<file path="src/rtl/vend_pkg.sv">
// Shared definitions for the newspaper vending controller: coin codes,
// FSM state encoding and coin value decoding.
package vend_pkg;

    localparam logic [1:0] COIN_NONE    = 2'd0;
    localparam logic [1:0] COIN_NICKEL  = 2'd1;
    localparam logic [1:0] COIN_DIME    = 2'd2;
    localparam logic [1:0] COIN_QUARTER = 2'd3;

    typedef enum logic [1:0] {
        ACCEPT   = 2'd0,
        DISPENSE = 2'd1,
        CHANGE   = 2'd2
    } vend_state_t;

    // Value of a coin code in nickel units (quarter = 5 nickels).
    function automatic logic [2:0] coin_value(input logic [1:0] code);
        logic [2:0] v;
        case (code)
            COIN_NICKEL:  v = 3'd1;
            COIN_DIME:    v = 3'd2;
            COIN_QUARTER: v = 3'd5;
            default:      v = 3'd0;
        endcase
        return v;
    endfunction

endpackage

</file>
<file path="src/rtl/vend_change.sv">
// Newspaper vending controller: accumulates nickel/dime/quarter credit,
// dispenses at PRICE, pays change or refunds one nickel per cycle, and
// bounces coins inserted while a dispense or payout is in progress.
module vend_change
    import vend_pkg::*;
#(
    parameter int PRICE    = 3,
    parameter int CREDIT_W = 4
) (
    input  logic                clock,
    input  logic                reset,
    input  logic [1:0]          coin,
    input  logic                cancel,
    output logic                newspaper,
    output logic                change_nickel,
    output logic                coin_return,
    output logic                busy,
    output logic [CREDIT_W-1:0] credit
);

    // Credit must hold PRICE-1 plus a quarter without wrapping.
    if (PRICE < 1 || PRICE > (1 << CREDIT_W) - 5) begin : g_price_check
        $error("vend_change: PRICE out of range for CREDIT_W");
    end

    localparam logic [CREDIT_W:0] PRICE_W = (CREDIT_W+1)'(PRICE);

    vend_state_t         state_q, state_d;
    logic [CREDIT_W-1:0] credit_q, credit_d;
    logic                newspaper_q, newspaper_d;
    logic                change_nickel_q, change_nickel_d;
    logic                coin_return_q, coin_return_d;
    logic                busy_q, busy_d;

    logic                coin_in;
    logic [CREDIT_W:0]   sum;
    logic [CREDIT_W:0]   sum_less_price;
    logic                purchase;

    // One extra bit on the sum so the PRICE comparison never sees a wrap.
    always_comb begin
        coin_in        = (coin != COIN_NONE);
        sum            = {1'b0, credit_q} + (CREDIT_W+1)'(coin_value(coin));
        sum_less_price = sum - PRICE_W;
        purchase       = coin_in && (sum >= PRICE_W);
    end

    // State and registered outputs; reset abandons any transaction in flight.
    always_ff @(posedge clock) begin
        if (reset) begin
            state_q         <= ACCEPT;
            credit_q        <= '0;
            newspaper_q     <= 1'b0;
            change_nickel_q <= 1'b0;
            coin_return_q   <= 1'b0;
            busy_q          <= 1'b0;
        end else begin
            state_q         <= state_d;
            credit_q        <= credit_d;
            newspaper_q     <= newspaper_d;
            change_nickel_q <= change_nickel_d;
            coin_return_q   <= coin_return_d;
            busy_q          <= busy_d;
        end
    end

    // Next state: purchase beats cancel; payout ends as the last nickel leaves.
    always_comb begin
        state_d = state_q;
        case (state_q)
            ACCEPT: begin
                if (coin_in) begin
                    if (purchase)
                        state_d = DISPENSE;
                    else if (cancel)
                        state_d = CHANGE;
                end else if (cancel && credit_q != '0) begin
                    state_d = CHANGE;
                end
            end
            DISPENSE: state_d = (credit_q != '0) ? CHANGE : ACCEPT;
            CHANGE:   if (credit_q <= CREDIT_W'(1)) state_d = ACCEPT;
            default:  state_d = ACCEPT;
        endcase
    end

    // Outputs and credit datapath; coins while busy go straight to the chute.
    always_comb begin
        credit_d        = credit_q;
        newspaper_d     = 1'b0;
        change_nickel_d = 1'b0;
        coin_return_d   = busy_q && coin_in;
        busy_d          = (state_d != ACCEPT);
        case (state_q)
            ACCEPT: begin
                if (coin_in) begin
                    newspaper_d = purchase;
                    credit_d    = purchase ? sum_less_price[CREDIT_W-1:0]
                                           : sum[CREDIT_W-1:0];
                end
            end
            CHANGE: begin
                if (credit_q != '0) begin
                    change_nickel_d = 1'b1;
                    credit_d        = credit_q - CREDIT_W'(1);
                end
            end
            default: ;
        endcase
    end

    assign newspaper     = newspaper_q;
    assign change_nickel = change_nickel_q;
    assign coin_return   = coin_return_q;
    assign busy          = busy_q;
    assign credit        = credit_q;

endmodule

</file>
<file path="config.mk">
export PLATFORM = sky130hd
export DESIGN_NAME = vend_change
export DESIGN_NICKNAME = d
export VERILOG_FILES = /design/src/rtl/vend_pkg.sv /design/src/rtl/vend_change.sv
export SDC_FILE = /design/constraint.sdc
export NUM_CORES = 1
export LEC_CHECK = 0
export CAP_MARGIN = 25
export CORE_MARGIN = 2
export CORE_UTILIZATION = 50
export DETAILED_ROUTE_END_ITERATION = 16
export PLACE_DENSITY = 0.75
export SKIP_LAST_GASP = 1
export SLEW_MARGIN = 20
export SYNTH_ARGS = -nofsm -noshare
export SYNTH_HDL_FRONTEND = slang
export SYNTH_SLANG_ARGS = --single-unit
</file>
<file path="constraint.sdc">
create_clock -name clock -period 6.1 [get_ports clock]
set_input_delay 1.22 -clock clock [delete_from_list [all_inputs] [get_ports clock]]
set_output_delay 1.22 -clock clock [all_outputs]
set_load 0.02 [all_outputs]
</file>
# Yosys cells after proc, flatten, opt, wreduce, memory -nomap -nowiden
# Index checks and enable logic that the tools add are counted.
[op_classes]
add_sub_neg = 3
n_mul = 0
div = 0
n_lt_le_gt_ge = 2
eq_ne = 7
n_shift = 0
muxes = 13
n_bitwise = 3
reduce_logical = 11
[op_table]
columns = ["operator", "count"]
rows = [
  ["$mux 2", 6],
  ["$mux 4", 3],
  ["$pmux 3 s3", 1],
  ["$pmux 4 s2", 1],
  ["$eq 2x2->1 const B", 3],
  ["$pmux 2 s3", 1],
  ["$reduce_bool 2->1", 3],
  ["$add 4x3->5", 1],
  ["$ge 5x2->1 const B", 1],
  ["$eq 2x1->1 const B", 2],
  ["$le 4x1->1 const B", 1],
  ["$ne 2x2->1 const B", 2],
  ["$reduce_bool 4->1", 1],
  ["$sub 4x1->4 const B", 1],
  ["$sub 4x2->4 const B", 1],
  ["$logic_and 1x1->1", 3],
  ["$not 1->1", 3],
  ["$reduce_and 3->1", 1],
  ["$reduce_or 3->1", 1],
  ["$logic_not 2->1", 1],
  ["$reduce_or 2->1", 1],
  ["$mux 1", 1],
]
[word_totals]
reg_bits = 10
latchBits = 0
mem_bits_rw = 0
rom_bits = 0
inputBits = 5
out_inout_bits = 8
word_cells = 45
n_memories = 0

# Longest topological paths before layout
[logic_depth]
word_depth = 9
ltp_mapped = 9
ltp_nobuf = 8

# Worst setup path before layout
# Ideal clock, no wire load.
[synth_timing]
kind = "input to register"
from = "in coin[0]"
to = "reg credit_q[1], in the netlist credit[1]"
setup_time_ns = 0.128
t_arrival_ns = 3.267
setup_slack_ns = 2.706
stages = 9
cell_sequence = "clkbuf_1 ha_1 fa_1 ha_1 or3_4 a21o_1 o21ai_4 mux2i_1 a31oi_1"
[synth_between]
elab_chain_cells = 8
elab_cells_between_ends = 14
[synth_lines]
columns = ["element", "line", "source"]
rows = [
  ["start: declaration", "vend_change.sv:12", "input logic [1:0] coin,"],
  ["$eq 2x2->1 / $eq 2x1->1 (equally long branches)", "vend_pkg.sv:19", "case (code)"],
  ["$pmux 3 s3", "vend_pkg.sv:19", ""],
  ["$add 4x3->5", "vend_change.sv:43", "sum = {1'b0, credit_q} + (CREDIT_W+1)'(coin_value(coin));"],
  ["$ge 5x2->1", "vend_change.sv:45", "purchase = coin_in && (sum >= PRICE_W);"],
  ["$logic_and 1x1->1", "vend_change.sv:45", ""],
  ["$mux 4", "vend_change.sv:98", "credit_d = purchase ? sum_less_price[CREDIT_W-1:0]"],
  ["$mux 4", "vend_change.sv:96", "if (coin_in) begin"],
  ["$pmux 4 s2", "vend_change.sv:94", "case (state_q)"],
  ["end signal: assignment", "vend_change.sv:59", "credit_q <= credit_d;"],
  ["end: declaration", "vend_change.sv:29", "logic [CREDIT_W-1:0] credit_q, credit_d;"],
]
# Several ways; a longest one is shown, not always the timed one. The select of a mux whose other input is x is not followed.
# A chain may end at the register's enable or synchronous reset.

# Worst setup path in the final report
# Same ends and word-level chain as after synthesis.

==> impl_metrics.py <==
metrics = {
    "outcome": {
        "status": "completed",
    },
    "worst_setup_path": {
        "worst-path-buf-inv": 1,
        "worstPathMaxFanout": 7,
        "worstPathArrival_ns": 3.90,
        "cp_common_cell": "ha_1",
        "rrSetupSlack_ns": 3.34,
        "critPathMaxStageDelay_ns": 0.53,
        "crit_type": "in2reg",
        "crit_required_ns": 6.23,
        "startpoint_type": "input pin",
        "crit_path_end_kind": "register",
        "crit_slowest_cell": "clkdlybuf4s50_1",
        "cpLargestDelayFamily": "adder cells",
        "crit_path_cell_trace": "clkdlybuf4s50_1 > ha_1 > fa_1 > ha_1 > or3_4 > a21o_1 > o21ai_4 > mux2i_1 > a31oi_1",
    },
    "detailed_routing": {
        "avgViaCountPerCell": 6.23,
        "post_drt_wl_per_cell_um": 15.2,
        "ant_nets": 0,
        "drcViolationCount": 0,
        "first_iter_violations": 36,
        "routed-via-count": 797,
        "wirelength_um": 1950,
        "firstDrtPassIters": 4,
    },
    "logic_synthesis": {
        "seq_area_frac_synth": 0.248,
        "synth_nets": 115,
        "synth_area_um2": 807,
        "yosys_most_used_dff": "dfxtp_1",
        "ys_ff_latch": 10,
        "synth_cell_types": 38,
        "synth_edf_count": 0,
        "yosysWarnings": 0,
        "syn_area_per_cell_um2": 7.91,
        "synth_cells": 102,
        "synthArstFlopShare": 0,
    },
    "placed_design": {
        "gp_congestion": 0.902,
        "dp_hpwl_um": 1500,
        "dpl-instance-area_um2": 921,
        "placedCellCount": 125,
        "port_buffers": 12,
    },
    "power": {
        "peakVddDrop_mv": 0.350,
        "p_switching_uw": 216,
        "power_density_mw_per_mm2": 497,
        "power_uw": 469,
        "p_int_uw": 253,
        "leakage_nw": 0.394,
        "power.share.switching": 0.460,
        "power_frac_comb": 0.638,
        "pwr-share-seq": 0.273,
        "pwr-share-clk": 0.090,
    },
    "clocking": {
        "cts_resized": 0,
        "clk_latency_ns": 0.26,
        "post_cts_buffers": 0,
        "cts.clk_slew.worst_paths_ns": 0.06,
        "numCtsBuffers": 3,
        "cts_hold_buf": 0,
        "cts_tree": "built",
        "cts_sinks": 10,
        "clk_path_buf_depth": 2,
        "cts-root-buf": "clkbuf_4",
        "h-tree-depth": 1,
    },
    "sta": {
        "tns_ns": 0,
        "max_freq_mhz": 266,
        "fin_crit_ns": 3.76,
        "hold_violations": 0,
        "worst_slew_pin_slew_ns": 0.597,
        "fin_skew_ns": 0.00179,
        "timing.final.crit_share": 0.617,
        "final_max_slew_viol_count": 0,
        "rsz0062_at_grt": "no",
        "setup_viol": 0,
        "slew_headroom": 0.601,
    },
    "run": {
        "drv_cap": 0,
    },
    "global_routing": {
        "grt_start_max_net_pins": 13,
        "track_usage": 0.235,
        "grt_pass1_wl_um": 3360,
        "grt-ovfl-total": 0,
        "first_global_vias": 728,
        "antenna_found_initial": 0,
    },
    "layout": {
        "multi_input_comb_area_um2": 562,
        "fin_util": 0.626,
        "fin_nets": 127,
        "syn_to_final_growth_pct": 16.9,
        "drive_above_1_share": 0.0982,
        "fillers": 141,
        "design_area_um2": 943,
        "register_area_um2": 200,
        "n_antenna_cell": 0,
        "stdcell_count": 128,
    },
    "die": {
        "die_h_um": 44.2,
        "die_area_mm2": 0.00195,
        "io_pins": 13,
        "die_x_um": 44.2,
        "coreArea_mm2": 0.00151,
        "rows": 14,
        "start_util": 0.536,
    },
    "hold_path": {
        "min_path_type": "reg2reg",
    },
}
## per-layer routing
metal / vias up / routed length [µm] / global-route usage
met5: - / 0 / 0
met4: 0 / 36 / 0.0788
met3: 4 / 163 / 0.0898
met2: 34 / 963 / 0.371
met1: 363 / 788 / 0.294
li1: 396 / - / -
## final cells by class
type	instances	share of cell area
multi-input cells	82	0.595
flip-flops and latches	10	0.212
repair buffers	12	0.127
clock buffers	3	0.0239
well taps	16	0.0212
inverters	5	0.0199
## cell usage after synthesis (2+ instances only)
cell	n	area share
clkbuf_1	3	0.014
and2_1	2	0.016
o211ai_1	2	0.019
nand2_1	5	0.023
nor3b_1	2	0.019
ha_1	7	0.11
o21ai_0	7	0.043
a21o_1	3	0.028
nor3_1	4	0.025
a21oi_1	13	0.081
or3_1	3	0.023
dfxtp_1	10	0.25
nor2b_1	2	0.016
nor2_1	10	0.047
inv_1	5	0.023
o221a_2	2	0.028
## stage by stage
stage          setup WS [ns]  hold slack, ns
3_5_place_dp            2.10           0.473
5_1_grt                 2.22           0.501
3_3_place_gp            2.20           0.466
4_1_cts                 2.36           0.479
6_report                2.34           0.477
2_1_floorplan           2.71           0.556
## registers in the layout (all words and copies together), names as in the netlist
name	count
busy	1
change_nickel	1
coin_return	1
credit	4
newspaper	1
state_q	2
## kinds of logic after synthesis
logic type | share of synthesized area
multiplexers | 0.0124
adder cells (fa/ha/maj) | 0.133
XOR/XNOR | 0.0217
flip-flops | 0.248
AND/OR/NAND/NOR | 0.239
buffers and inverters | 0.0558
AO/OA/AOI/OAI | 0.290
## power by group through the flow
| stage | Sequential [mW] | Combinational, mW | Clock [mW] |
|---|---|---|---|
| final | 0.128 | 0.299 | 0.0421 |
| after global routing | 0.133 | 0.333 | 0.0458 |
| after CTS | 0.127 | 0.298 | 0.0435 |
| after detailed placement | 0.129 | 0.295 | 0 |
| after global placement | 0.128 | 0.286 | 0 |
| after floorplan | 0.127 | 0.217 | 0 |
## final timing paths
check	from	endpoint	depth (start not counted)
max	coin[0]	credit[1]$_SDFFE_PP0P_	9
min	busy$_SDFF_PP0_	coin_return$_SDFF_PP0_	1
max reg2reg	credit[0]$_SDFFE_PP0P_	credit[1]$_SDFFE_PP0P_	8
min reg2reg	busy$_SDFF_PP0_	coin_return$_SDFF_PP0_	1
## layout by cell type (no fill, tap or decap), types with 3 or more instances in the layout
cell type	count
o21ai_0	7
nor3_1	4
inv_1	5
or3_1	3
nor2_1	10
clkdlybuf4s50_1	12
a21o_1	3
dfxtp_1	10
clkbuf_4	3
ha_1	7
nand2_1	5
a21oi_1	13
Note: power is estimated with default switching activity, not from simulation.
